$ cat src/rtl/adder_pkg.sv
// Shared types and helpers for the limb-serial multiword adder.
package adder_pkg;

    // Sequencer states: wait for a request, walk the limbs, then flag completion.
    typedef enum logic [1:0] {
        IDLE = 2'd0,
        RUN  = 2'd1,
        FIN  = 2'd2
    } seq_state_t;

    // Width of the limb index; one bit minimum so a single-limb build still has a counter.
    function automatic int idx_width(input int words);
        return (words > 1) ? $clog2(words) : 1;
    endfunction

endpackage

$ cat src/rtl/adder_N.sv
// Plain N-bit ripple adder with carry in and carry out; the only arithmetic in the sequencer.
module adder_N #(
    parameter int N = 4
) (
    output logic [N-1:0] sum,
    output logic         cout,
    input  logic [N-1:0] p,
    input  logic [N-1:0] q,
    input  logic         cin
);

    // Zero-extend everything to N+1 bits so the top bit of the total is the carry out.
    assign {cout, sum} = {1'b0, p} + {1'b0, q} + {{N{1'b0}}, cin};

endmodule

$ cat src/rtl/multiword_adder_seq.sv
// Multi-cycle WORDS*N-bit add/subtract built around a single shared N-bit adder.
// One limb is processed per clock, least significant limb first, with the limb
// carry held in a flip-flop between cycles.
module multiword_adder_seq
    import adder_pkg::*;
#(
    parameter int N     = 4,
    parameter int WORDS = 2
) (
    input  logic                 clk,
    input  logic                 reset,
    input  logic                 start,
    input  logic                 sub,
    input  logic [N*WORDS-1:0]   a,
    input  logic [N*WORDS-1:0]   b,
    output logic                 ready,
    output logic                 done,
    output logic [N*WORDS-1:0]   result,
    output logic                 cout,
    output logic                 ovf
);

    localparam int W    = N * WORDS;
    localparam int IDXW = idx_width(WORDS);
    localparam logic [IDXW-1:0] LAST_IDX = IDXW'(WORDS - 1);

    seq_state_t state;
    seq_state_t next_state;

    logic [W-1:0]    a_reg;
    logic [W-1:0]    b_reg;
    logic            sub_reg;
    logic [IDXW-1:0] idx;
    logic            carry;

    logic [N-1:0]    limb_p;
    logic [N-1:0]    limb_q;
    logic [N-1:0]    add_sum;
    logic            add_cout;
    logic            last_limb;
    logic            limb_ovf;

    // Single shared limb adder; the carry flop feeds its carry input each cycle.
    adder_N #(.N(N)) u_add (
        .sum  (add_sum),
        .cout (add_cout),
        .p    (limb_p),
        .q    (limb_q),
        .cin  (carry)
    );

    // Limb mux: select the current limb of each operand; subtraction inverts B here
    // and relies on the carry flop having been preset to 1 at start.
    always_comb begin
        limb_p    = a_reg[int'(idx)*N +: N];
        limb_q    = b_reg[int'(idx)*N +: N] ^ {N{sub_reg}};
        last_limb = (idx == LAST_IDX);
        limb_ovf  = (limb_p[N-1] ^ add_sum[N-1]) & (limb_q[N-1] ^ add_sum[N-1]);
    end

    // State register.
    always_ff @(posedge clk or posedge reset) begin
        if (reset) begin
            state <= IDLE;
        end else begin
            state <= next_state;
        end
    end

    // Next-state logic and Moore handshake outputs; START outside IDLE is simply dropped.
    always_comb begin
        next_state = state;
        ready      = 1'b0;
        done       = 1'b0;
        case (state)
            IDLE: begin
                ready = 1'b1;
                if (start) begin
                    next_state = RUN;
                end
            end
            RUN: begin
                if (last_limb) begin
                    next_state = FIN;
                end
            end
            FIN: begin
                done       = 1'b1;
                next_state = IDLE;
            end
            default: begin
                next_state = IDLE;
            end
        endcase
    end

    // Operand capture, limb counter, carry chain and result demux.
    always_ff @(posedge clk or posedge reset) begin
        if (reset) begin
            a_reg   <= '0;
            b_reg   <= '0;
            sub_reg <= 1'b0;
            idx     <= '0;
            carry   <= 1'b0;
            result  <= '0;
            cout    <= 1'b0;
            ovf     <= 1'b0;
        end else begin
            case (state)
                IDLE: begin
                    if (start) begin
                        a_reg   <= a;
                        b_reg   <= b;
                        sub_reg <= sub;
                        idx     <= '0;
                        carry   <= sub;
                    end
                end
                RUN: begin
                    result[int'(idx)*N +: N] <= add_sum;
                    carry                    <= add_cout;
                    if (last_limb) begin
                        idx  <= '0;
                        cout <= add_cout;
                        ovf  <= limb_ovf;
                    end else begin
                        idx <= idx + 1'b1;
                    end
                end
                default: begin
                end
            endcase
        end
    end

endmodule

$ cat config.mk
export PLATFORM = sky130hd
export DESIGN_NAME = multiword_adder_seq
export DESIGN_NICKNAME = d
export VERILOG_FILES = /design/src/rtl/adder_pkg.sv /design/src/rtl/adder_N.sv /design/src/rtl/multiword_adder_seq.sv
export SDC_FILE = /design/constraint.sdc
export NUM_CORES = 1
export LEC_CHECK = 0
export ABC_AREA = 1
export CAP_MARGIN = 20
export CORE_MARGIN = 2
export CORE_UTILIZATION = 45
export DETAILED_ROUTE_END_ITERATION = 8
export GPL_ROUTABILITY_DRIVEN = 0
export PLACE_DENSITY = 0.81
export RECOVER_POWER = 50
export REMOVE_ABC_BUFFERS = 1
export SLEW_MARGIN = 15
export SYNTH_ARGS = -nofsm -noshare
export SYNTH_HDL_FRONTEND = slang
export SYNTH_SLANG_ARGS = --single-unit
$ cat constraint.sdc
create_clock -name clk -period 2.7 [get_ports clk]
set_clock_uncertainty 0.05 [all_clocks]
set_input_delay 0.54 -clock clk [delete_from_list [all_inputs] [get_ports clk]]
set_output_delay 0.54 -clock clk [all_outputs]
set_load 0.005 [all_outputs]
## Yosys cells after proc, flatten, opt, wreduce, memory -nomap -nowiden

Cells that the tools add are included.

| word-level totals | value |
|---|---|
| register bits after elaboration | 31 |
| output and inout port bits | 12 |
| word-level logic and storage cells | 42 |

| operators by class | value |
|---|---|
| shifts and indexed selects | 4 |
| add/sub/neg operators | 4 |
| bitwise operators | 4 |
| equal/unequal tests | 4 |
| multiplexer cells | 11 |
| reduce and logical (&&, ||, !) cells | 6 |

Operators by type and width:

| operator | number |
|---|---|
| $neg 3->33 | 1 |
| $shift 4x33->8 const A | 1 |
| $shiftx 4x33->8 | 1 |
| $shiftx 8x4->4 | 2 |
| $bwmux 8 | 1 |
| $reduce_and 2->1 | 4 |
| $add 4x4->5 | 1 |
| $add 5x1->5 | 1 |
| $mux 1 | 5 |
| $mux 2 | 2 |
| $ne 2x2->1 const B | 2 |
| $pmux 1 s2 | 2 |
| $pmux 2 s2 | 1 |
| $xor 4x4->4 | 1 |
| $eq 2x1->1 const B | 1 |
| $eq 2x2->1 const B | 1 |
| $logic_not 2->1 | 1 |
| $reduce_bool 2->1 | 1 |
| $xor 1x1->1 | 2 |
| $add 1x1->1 const B | 1 |
| $and 1x1->1 | 1 |

## Depth between registers and ports, before layout

Gate-level depths: netlist of run 1.

| depth | value |
|---|---|
| depth after elaboration | 6 |
| gate-level depth with buffers | 14 |

## Cells and area by module

A second synthesis of run 1 with hierarchy kept.

| unflattened totals | value |
|---|---|
| cell total of the unflattened synthesis | 188 |
| area, all modules | 1532.7 µm² |

Modules (own cells, without submodules):

| module | cells an instance | instances | area an instance (µm²) | sequential area each (µm²) |
|---|---|---|---|---|
| multiword_adder_seq | 163 | 1 | 1367.6 | 775.7 |
| adder_N | 25 | 1 | 165.2 | 0.0 |

## Worst setup path before layout of run 1

OpenSTA, ideal clock, no wires.

| timing path | value |
|---|---|
| path type | register to register |
| start point | register idx |
| end point | register carry |
| cell stages (with the launch flop) | 12 |
| arrival | 1.772 ns |
| path slack | 0.748 ns |
| clock period less this slack | 1.952 ns |
| path through | dfrtp_1 inv_2 nand2_1 nand2_1 xor2_1 fa_1 inv_1 fa_1 a21oi_1 o21bai_1 nand2_1 o211ai_1 |

| between the ends | value |
|---|---|
| cells in the longest elaborated chain, start to end | 5 |

Ends and longest elaborated chain:

| element | RTL line | source |
|---|---|---|
| start, declared | multiword_adder_seq.sv:33 | `logic [IDXW-1:0] idx;` |
| start signal, assigned | multiword_adder_seq.sv:127 | `idx <= idx + 1'b1;` |
| $shiftx 8x4->4 | multiword_adder_seq.sv:56 | `limb_q = b_reg[int'(idx)*N +: N] ^ {N{sub_reg}};` |
| $xor 4x4->4 | multiword_adder_seq.sv:56 |  |
| $add 4x4->5 (*) | adder_N.sv:13 | `assign {cout, sum} = {1'b0, p} + {1'b0, q} + {{N{1'b0}}, cin};` |
| $add 5x1->5 (*) | adder_N.sv:13 |  |
| $pmux 1 s2 (*) | multiword_adder_seq.sv:109 | `case (state)` |
| end signal, assigned | multiword_adder_seq.sv:116 | `carry <= sub;` |
| end signal, assigned | multiword_adder_seq.sv:121 | `carry <= add_cout;` |
| end, declared | multiword_adder_seq.sv:34 | `logic carry;` |

Mark *: on every way between the ends. The rest lies on a longest branch, timed or not.
A chain may end at the register's enable or synchronous reset.

## Worst setup path in the final report of run 1

Ends and elaborated chain as after synthesis.

==> results.py, run 1 <==
metrics = {
    "yosys": {
        "yosysWarnings": 0,
        "synth-seq-area-share": 0.5103,
        "ys_async_sr_fraction": 1.000,
        "synth_edf_count": 0,
        "syn_avg_cell_area_um2": 8.086,
        "syn-cell-area_um2": 1520,
        "synth_common_cells": "91 x nand2_1, 31 x dfrtp_1, 14 x inv_1",
        "synth_flop_cell": "dfrtp_1",
        "synth_cell_types": 21,
        "synth.area.top_cells": "dfrtp_1 51%, nand2_1 22%, inv_1 3.5%",
        "synth.most_common_cell": "nand2_1",
        "ys_seq_elements": 31,
        "syn_inst": 188,
        "synth_largest_area_cell": "dfrtp_1",
        "synthDominantCellAreaShare": 0.5103,
    },
    "worst_setup_path": {
        "worst-path-buf-inv": 2,
        "crit_type": "reg -> reg",
        "crit_fanout": 12,
        "crit_path_frequent_cell": "nand2_1",
        "end_kind": "flop",
        "worstPathArrival_ns": 2.50,
        "crit_required_ns": 2.87,
        "start_kind": "flop",
        "cpPeakStageDelay_ns": 0.60,
        "slowest_stage": "dfrtp_1",
        "crit_family": "flip-flops",
        "critical_path.cell_chain": "inv_2 -> nand2_1 -> nand2_1 -> xor2_1 -> fa_1 -> inv_1 -> fa_1 -> a21oi_1 -> o21bai_1 -> nand2_1 -> o211ai_1",
    },
    "place": {
        "dp_hpwl_um": 2094,
        "place_ws_ns": 0.3737,
        "io_buffers": 31,
    },
    "floorplan": {
        "initial_utilization": 0.4629,
        "die_h_um": 62.12,
        "die_area_um2": 3859,
        "core_um2": 3284,
        "io_pins": 32,
        "dieWidth_um": 62.12,
        "num_rows": 21,
    },
    "detailed_routing": {
        "vias_per_cell": 4.504,
        "route.detailed.drc": 0,
        "wl_per_cell_um": 10.34,
        "drt_iter0_drc": 54,
        "via_count": 1216,
        "dr.pass1.iters": 4,
        "ant_nets": 0,
        "drt-total-wl_um": 2792,
    },
    "timing": {
        "fmaxAchievable_mhz": 430.3,
        "drv_slew": 32,
        "worst_pin_slew_ns": 1.594,
        "report.final.setup_viol": 0,
        "setup_tns_ns": 0,
        "timing_hold_violations_final": 0,
        "period_minus_slack_ns": 2.324,
        "finalCritPeriodShare": 0.8608,
        "rsz0062_at_grt": "false",
        "timing.final.ws_setup_ns": 0.3759,
        "timing.slew.headroom": -0.06256,
    },
    "finish": {
        "num_antenna_cells": 0,
        "synthToLayoutAreaGrowth_pct": 25.35,
        "seq_area_um2": 775.7,
        "multi_input_area_um2": 640.6,
        "nFillCells": 315,
        "nets": 248,
        "drive_gt1_frac": 0.05804,
    },
    "status": {
        "violations": "capacitance limit, slew limit",
        "status": "finished with violations",
    },
    "cts": {
        "cts_setup_buffers": 0,
        "cts_sinks": 31,
        "clkTransAtPathRegs_ns": 0.09,
        "cts_buffer_depth": 2,
        "cts_resized": 0,
        "clock-root-buffer": "clkbuf_4",
        "cts_hold_buf": 0,
        "htree_levels": 2,
        "cts-buffers-inserted": 5,
        "cts_tree": "built",
        "clkLatencyLatePin_ns": 0.34,
    },
    "power": {
        "powerDensity_nw_per_um2": 1318,
        "leakage_nw": 0.9926,
        "irDropWorstVdd_mv": 0.5571,
    },
    "worst_hold_path": {
        "hold_class": "reg -> reg",
    },
    "global_route": {
        "gr-total-overflow": 0,
        "antenna_found_initial": 0,
        "grt_pass1_wl_um": 4905,
        "grt_pass1_vias": 1185,
        "grt_max_degree": 32,
        "grtUsageTotal": 0.1642,
    },
    "flow_run": {
        "max-cap-violations": 1,
    },
}
tightest hold or removal path, delay by kind of cell, from the launching register on:
family,cells,cell delay (ns)
AND/OR/NAND/NOR,2,0.11
flip-flops,1,0.35
final cells by class:
| type | instances | area share |
|---|---|---|
| clock inverters | 1 | 0.002626 |
| clock buffers | 7 | 0.02364 |
| repair buffers | 32 | 0.1648 |
| multi-input cells | 135 | 0.3362 |
| well taps | 46 | 0.03020 |
| inverters | 18 | 0.03546 |
| flip-flops and latches | 31 | 0.4071 |
report_power, final:
group | internal [W] | leakage, nW | switching (W)
clock | 0.000101 | 0.0293 | 0.000154
sequential | 0.000690 | 0.385 | 0.000139
combinational | 0.000603 | 0.578 | 0.000824
total | 0.00139 | 0.993 | 0.00112
placed cells by master, fill, tap and decap left out:
| cell type | count |
|---|---|
| nor2_4 | 1 |
| mux2i_1 | 1 |
| nand2_1 | 92 |
| inv_1 | 15 |
| nor2_2 | 1 |
| nand2_2 | 2 |
| dlygate4sd3_1 | 2 |
| xor2_1 | 4 |
| clkbuf_4 | 5 |
| clkdlybuf4s50_1 | 29 |
| a21oi_1 | 2 |
| o211ai_1 | 1 |
| nor2_1 | 6 |
| ha_1 | 3 |
| dfrtp_1 | 31 |
| clkinv_2 | 1 |
| inv_2 | 3 |
| o21bai_1 | 1 |
| o21ai_0 | 7 |
| fa_1 | 2 |
| clkbuf_1 | 3 |
| nand3_1 | 7 |
| o21ai_1 | 5 |
per-layer routing:
layer,share of wire,GRT usage
met5,0,0
met4,0.029,0.09722
met3,0.048,0.05254
met2,0.45,0.2690
met1,0.47,0.1887
path summary, 6_finish.rpt:
kind	startpoint	cells past startpoint	slack, ns	endpoint
max	idx	11	0.38	carry
min reg2reg	result[2]	2	0.44	result[2]
max in group asynchronous	reset	3	0.53	b_reg[3]
min in group asynchronous	reset	3	1.14	state[0]
min	result[2]	2	0.44	result[2]
max reg2reg	idx	11	0.38	carry
per-stage QoR:
step | hold WS, ns | power [W] | instance area, um2 | utilization | cells
floorplan | 0.3981 | 0.001857 | 1489 | - | 184
global placement | 0.4081 | 0.002243 | 1864 | 0.5676 | 262
detailed placement | 0.4151 | 0.002295 | 1864 | 0.5676 | 262
CTS | 0.4377 | 0.002550 | 1914 | 0.5829 | 270
global route | 0.4577 | 0.002796 | 1906 | 0.5802 | 270
finish | 0.4357 | 0.002512 | 1906 | 0.5802 | 270
cells by family (layout without fill, tap and decap cells):
logic type	after synthesis	count (layout)	share of synthesized area
xor gates and xnor gates	4	4	0.02304
muxes	1	1	0.006585
and+or+nand+nor	109	109	0.2881
adders and majority gates	5	5	0.05103
buffers and inverters	22	58	0.06501
AOI/OAI and AO/OA	16	16	0.05597
DFF	31	31	0.5103
(Power assumes the default switching activity.)
==> run 2: changes to the inputs <==
--- a/config.mk
+++ b/config.mk
@@ -6,13 +6,12 @@
 export NUM_CORES = 1
 export LEC_CHECK = 0
 export ABC_AREA = 1
-export CAP_MARGIN = 20
+export CAP_MARGIN = 30
 export CORE_MARGIN = 2
-export CORE_UTILIZATION = 45
+export CORE_UTILIZATION = 50
 export DETAILED_ROUTE_END_ITERATION = 8
 export GPL_ROUTABILITY_DRIVEN = 0
-export PLACE_DENSITY = 0.81
-export RECOVER_POWER = 50
+export PLACE_DENSITY = 0.88
 export REMOVE_ABC_BUFFERS = 1
 export SLEW_MARGIN = 15
 export SYNTH_ARGS = -nofsm -noshare
==> results.py, run 2 (synthesis results as in run 1) <==
metrics = {
    "status": {
        "status": "complete, no violations",
    },
    "finish": {
        "num_antenna_cells": 0,
        "final_cell_mix": "91 x nand2_1, 31 x dfrtp_1, 31 x clkdlybuf4s50_1",
        "drive_gt1_frac": 0.08036,
        "synthToLayoutAreaGrowth_pct": 26.09,
        "nFillCells": 281,
        "final-instance-count-excl-fill": 257,
        "nets": 248,
        "layout_commonest_cell": "nand2_1",
    },
    "worst_setup_path": {
        "start_kind": "flop",
        "critical_path.cell_chain": "inv_2 -> nand2_1 -> nand2_1 -> xor2_1 -> fa_1 -> inv_1 -> fa_1 -> a21oi_1 -> o21bai_1 -> nand2_1 -> o211ai_1",
        "crit_required_ns": 2.87,
        "end_kind": "flop",
        "crit_path_frequent_cell": "nand2_1",
        "slowest_stage": "dfrtp_1",
        "crit_fanout": 12,
        "crit_type": "reg -> reg",
        "worstPathArrival_ns": 2.51,
        "cpPeakStageDelay_ns": 0.60,
    },
    "cts": {
        "cts_hold_buf": 0,
        "clkTransAtPathRegs_ns": 0.09,
        "clock-root-buffer": "clkbuf_4",
        "cts_sinks": 31,
        "cts-buffers-inserted": 5,
        "cts_resized": 0,
        "cts_buffer_depth": 2,
        "htree_levels": 2,
        "cts_setup_buffers": 0,
        "clkLatencyLatePin_ns": 0.34,
        "cts_tree": "built",
    },
    "power": {
        "irDropWorstVdd_mv": 0.5910,
        "seqPwrFrac": 0.326,
        "p_switching_w": 0.001131,
        "comb_power_share": 0.558,
        "powerDensity_nw_per_um2": 1347,
        "leakage_nw": 1.004,
        "sw_frac_of_total": 0.4383,
        "p_int_w": 0.001450,
        "power_frac_clock": 0.117,
    },
    "global_route": {
        "grt_max_degree": 32,
        "grt_pass1_wl_um": 4809,
        "grt_pass1_vias": 1147,
        "grtUsageTotal": 0.1861,
        "gr-total-overflow": 0,
        "antenna_found_initial": 0,
    },
    "detailed_routing": {
        "via_count": 1245,
        "ant_nets": 0,
        "wl_per_cell_um": 10.72,
        "dr.pass1.iters": 4,
        "vias_per_cell": 4.844,
        "drt_iter0_drc": 39,
        "route.detailed.drc": 0,
        "drt-total-wl_um": 2756,
    },
    "floorplan": {
        "die_h_um": 59.14,
        "io_pins": 32,
        "num_rows": 20,
        "core_um2": 2978,
        "die_area_um2": 3498,
        "initial_utilization": 0.5105,
        "dieWidth_um": 59.14,
    },
    "timing": {
        "timing.slew.headroom": 0.7220,
        "setup_tns_ns": 0,
        "whs_ns": 0.4296,
        "period_minus_slack_ns": 2.340,
        "fmaxAchievable_mhz": 427.3,
        "timing_hold_violations_final": 0,
        "finalCritPeriodShare": 0.8667,
        "rsz0062_at_grt": "false",
        "worst_pin_slew_ns": 0.4171,
        "drv_slew": 0,
        "report.final.setup_viol": 0,
    },
    "flow_run": {
        "max-cap-violations": 0,
    },
    "place": {
        "io_buffers": 31,
        "dp_hpwl_um": 2075,
        "dp.cells": 249,
    },
    "worst_hold_path": {
        "hold_class": "reg -> reg",
    },
}
[run 2: cell count changes in the layout (fill, tap and decap cells not counted), moves of 2 or more]
cell             before  now
clkbuf_1              3    1
clkbuf_8              0    2
clkdlybuf4s50_1      29   31
dlygate4sd3_1         2    0
[run 2: path summary, 6_finish.rpt]
check,startpoint,to,slack (ns),cells after the start
worst max-delay path,idx,carry,0.36,11
worst min-delay path,result[6],result[6],0.43,2
worst max register to register,idx,carry,0.36,11
worst min register to register,result[6],result[6],0.43,2
max in group asynchronous,reset,result[0],1.78,3
min in group asynchronous,reset,result[3],0.53,3
[run 2: final cells by class]
cell class | count | area [um2] | area share
inverters | 18 | 67.56 | 0.03525
repair buffers | 32 | 317.8 | 0.1658
flip-flops and latches | 31 | 775.7 | 0.4047
multi-input cells | 135 | 645.6 | 0.3368
well taps | 33 | 41.29 | 0.02154
clock buffers | 8 | 68.82 | 0.03590
[run 2: through the flow]
stage / utilization / area (um2) / worst slack [ns] / total power [W]
2_1_floorplan: - / 1489 / 0.6181 / 0.001857
6_report: 0.6437 / 1917 / 0.3598 / 0.002581
5_1_grt: 0.6437 / 1917 / 0.1319 / 0.002865
3_3_place_gp: 0.6206 / 1848 / 0.4988 / 0.002238
4_1_cts: 0.6437 / 1917 / 0.3698 / 0.002607
3_5_place_dp: 0.6206 / 1848 / 0.3845 / 0.002294
[run 2: power groups by stage]
| stage | Combinational [W] | Sequential, W | Clock, W |
|---|---|---|---|
| 6_report | 0.00144 | 0.000840 | 0.000302 |
| 5_1_grt | 0.00167 | 0.000866 | 0.000331 |
| 4_1_cts | 0.00145 | 0.000840 | 0.000314 |
| 3_5_place_dp | 0.00145 | 0.000847 | 0 |
| 3_3_place_gp | 0.00140 | 0.000837 | 0 |
| 2_1_floorplan | 0.00104 | 0.000820 | 0 |
[run 2: worst max-delay path: cells and delay by family (launching register included)]
kind	cells	cell delay [ns]
XOR/XNOR	1	0.18
flip-flops	1	0.60
AO/OA/AOI/OAI	3	0.35
AND/OR/NAND/NOR	3	0.23
buffers and inverters	2	0.24
adder cells (fa/ha/maj)	2	0.59
[run 2: per-layer routing]
layer  share of wire  track usage  vias up  routed length, um
met5               0            0        -                  0
met1            0.46       0.2325      561               1254
met2            0.47       0.3032       35               1301
li1                -            -      642                  -
met4           0.019      0.06818        0                 53
met3           0.053      0.05895        7                147
==> RTL change, RTL diff (config.mk and constraints of run 1) <==
Encoding of `seq_state_t`: now one-hot (3 bits for 3 states).
--- a/src/rtl/adder_pkg.sv
+++ b/src/rtl/adder_pkg.sv
@@ -2,10 +2,10 @@
 package adder_pkg;
 
     // Sequencer states: wait for a request, walk the limbs, then flag completion.
-    typedef enum logic [1:0] {
-        IDLE = 2'd0,
-        RUN  = 2'd1,
-        FIN  = 2'd2
+    typedef enum logic [2:0] {
+        IDLE = 3'b001,
+        RUN  = 3'b010,
+        FIN  = 3'b100
     } seq_state_t;
 
     // Width of the limb index; one bit minimum so a single-limb build still has a counter.
Check against the original RTL: same outputs for any inputs over 10 cycles, from zero or initial values and one cycle with reset high; not proved beyond that.
==> RTL change against run 1 <==
- the flow still finishes with violations (capacitance limit, slew limit)
- global-route usage rose by 0.49 points
- design area rose by 6.1%
- synthesized cell count fell by 0.53%
- sequential cell count rose by 1
- worst setup slack improved by 0.077 ns
- clock power rose by 62%
- wire length rose by 7.9%
- synthesized area rose by 6.3%
- power rose by 3.2%
- critical endpoint is now ovf
==> RTL change: results (changes against run 1) <==
| Metric | Value |
|---|---|
| Vias in the first global route | `1134 (was 1185)` |
| Max cap viols | `1 (unchanged)` |
| Power in the clock group | `412 uW (was 255 uW)` |
| Critical path arrival | `2.44 ns (was 2.50 ns)` |
| Met2 wire length | `1481 um (was 1251 um)` |
| M1 GR Usage | `20.88% (was 18.87%)` |
| Routed vias | `1261 (was 1216)` |
| Met1 wire length | `1293 um (was 1325 um)` |
| WL met3 | `161 um (was 134 um)` |
| First-pass GRT wire length | `5112 um (was 4905 um)` |
| Place WS | `0.4948 ns (was 0.3737 ns)` |
| Seq/Total Area, Yosys | `49.65% (was 51.03%)` |
| Fill cells | `316 (was 315)` |
| Largest cells by area after synthesis | `dfrtp_1 48%, nand2_1 17%, inv_1 4.6% (was dfrtp_1 51%, nand2_1 22%, inv_1 3.5%)` |
| Post-synthesis instance total | `187 (was 188)` |
| Failing checks | `capacitance limit, slew limit (unchanged)` |
| Vias per inst | `4.688 (was 4.504)` |
| Slew Viols, Final | `33 (was 32)` |
| Crit Path Max Fanout | `10 (was 12)` |
| Met3 GRT Util | `6.338% (was 5.254%)` |
| Status | `finished, violations left (unchanged)` |
| Worst Tran Pin Value | `1.651 ns (was 1.594 ns)` |
| Delay-heaviest family, CP | `simple AND/OR/NAND/NOR gates (was flip-flops)` |
| Synth cell count leaders | `75 x nand2_1, 31 x dfrtp_1, 20 x inv_1, 15 x o21ai_0 (was 91 x nand2_1, 31 x dfrtp_1, 14 x inv_1, 7 x nand3_1, 7 x o21ai_0)` |
| Maximum VDD drop | `0.4427 mV (was 0.5571 mV)` |
| Register Area | `802.0 um2 (was 775.7 um2)` |
| Comb power frac | `52.4% (was 56.8%)` |
| Gr usage total | `16.91% (was 16.42%)` |
| Critical path's largest stage delay | `0.46 ns (was 0.60 ns)` |
| HPWL Detailed | `2305 um (was 2094 um)` |
| LEAKAGE | `0.001014 uW (was 0.0009926 uW)` |
| Placed insts | `261 (was 262)` |
| Layout cells sized above 1 | `11.21% (was 5.804%)` |
| PD cells | `1282 nW/um2 (was 1318 nW/um2)` |
| Library cells used by synthesis | `24 (was 21)` |
| Synth Area in XOR/XNOR | `2.634% (was 2.305%)` |
| Largest net degree at the start of global routing | `33 (was 32)` |
| Drt total wl | `3013 um (was 2792 um)` |
| Int Pwr | `1521 uW (was 1394 uW)` |
| Compound-cell area share of the yosys netlist | `8.056% (was 5.597%)` |
| Clock buffer depth | `2 (unchanged)` |
| DR iter-0 viols | `69 (was 54)` |
| Mux contribution to synthesized area | `0.6197% (was 0.6584%)` |
RTL change: cell types whose count changed in the layout (fill, tap and decap cells not counted), moves of 3 or more:
cell and change:
nor2_1 -4, nand3_2 +3, nand2_2 +3, nand2_1 -17
o21ai_0 +8, inv_1 +5
RTL change: tightest hold or removal path, cell delays in order, from the launching register on:
cell and delay (ns):
dfrtp_1 0.36, nand2_1 0.06, nand2_1 0.05
RTL change: worst paths after layout:
path	startpoint	end	slack, ns	depth (start not counted)
max in group asynchronous	reset	b_reg[7]	0.62	3
worst max-delay path	idx	ovf	0.45	14
worst min register to register	b_reg[4]	b_reg[4]	0.44	2
min in group asynchronous	reset	state[2]	1.01	3
worst max register to register	idx	ovf	0.45	14
worst min-delay path	b_reg[4]	b_reg[4]	0.44	2
RTL change: layout make-up:
type / count / area share [%]
multi-input combinational: 128 / 32.80
clock inverter: 1 / 1.485
clock buffer: 7 / 3.218
tap: 46 / 2.847
sequential: 32 / 39.67
timing repair buffer: 33 / 15.90
inverter: 22 / 4.084
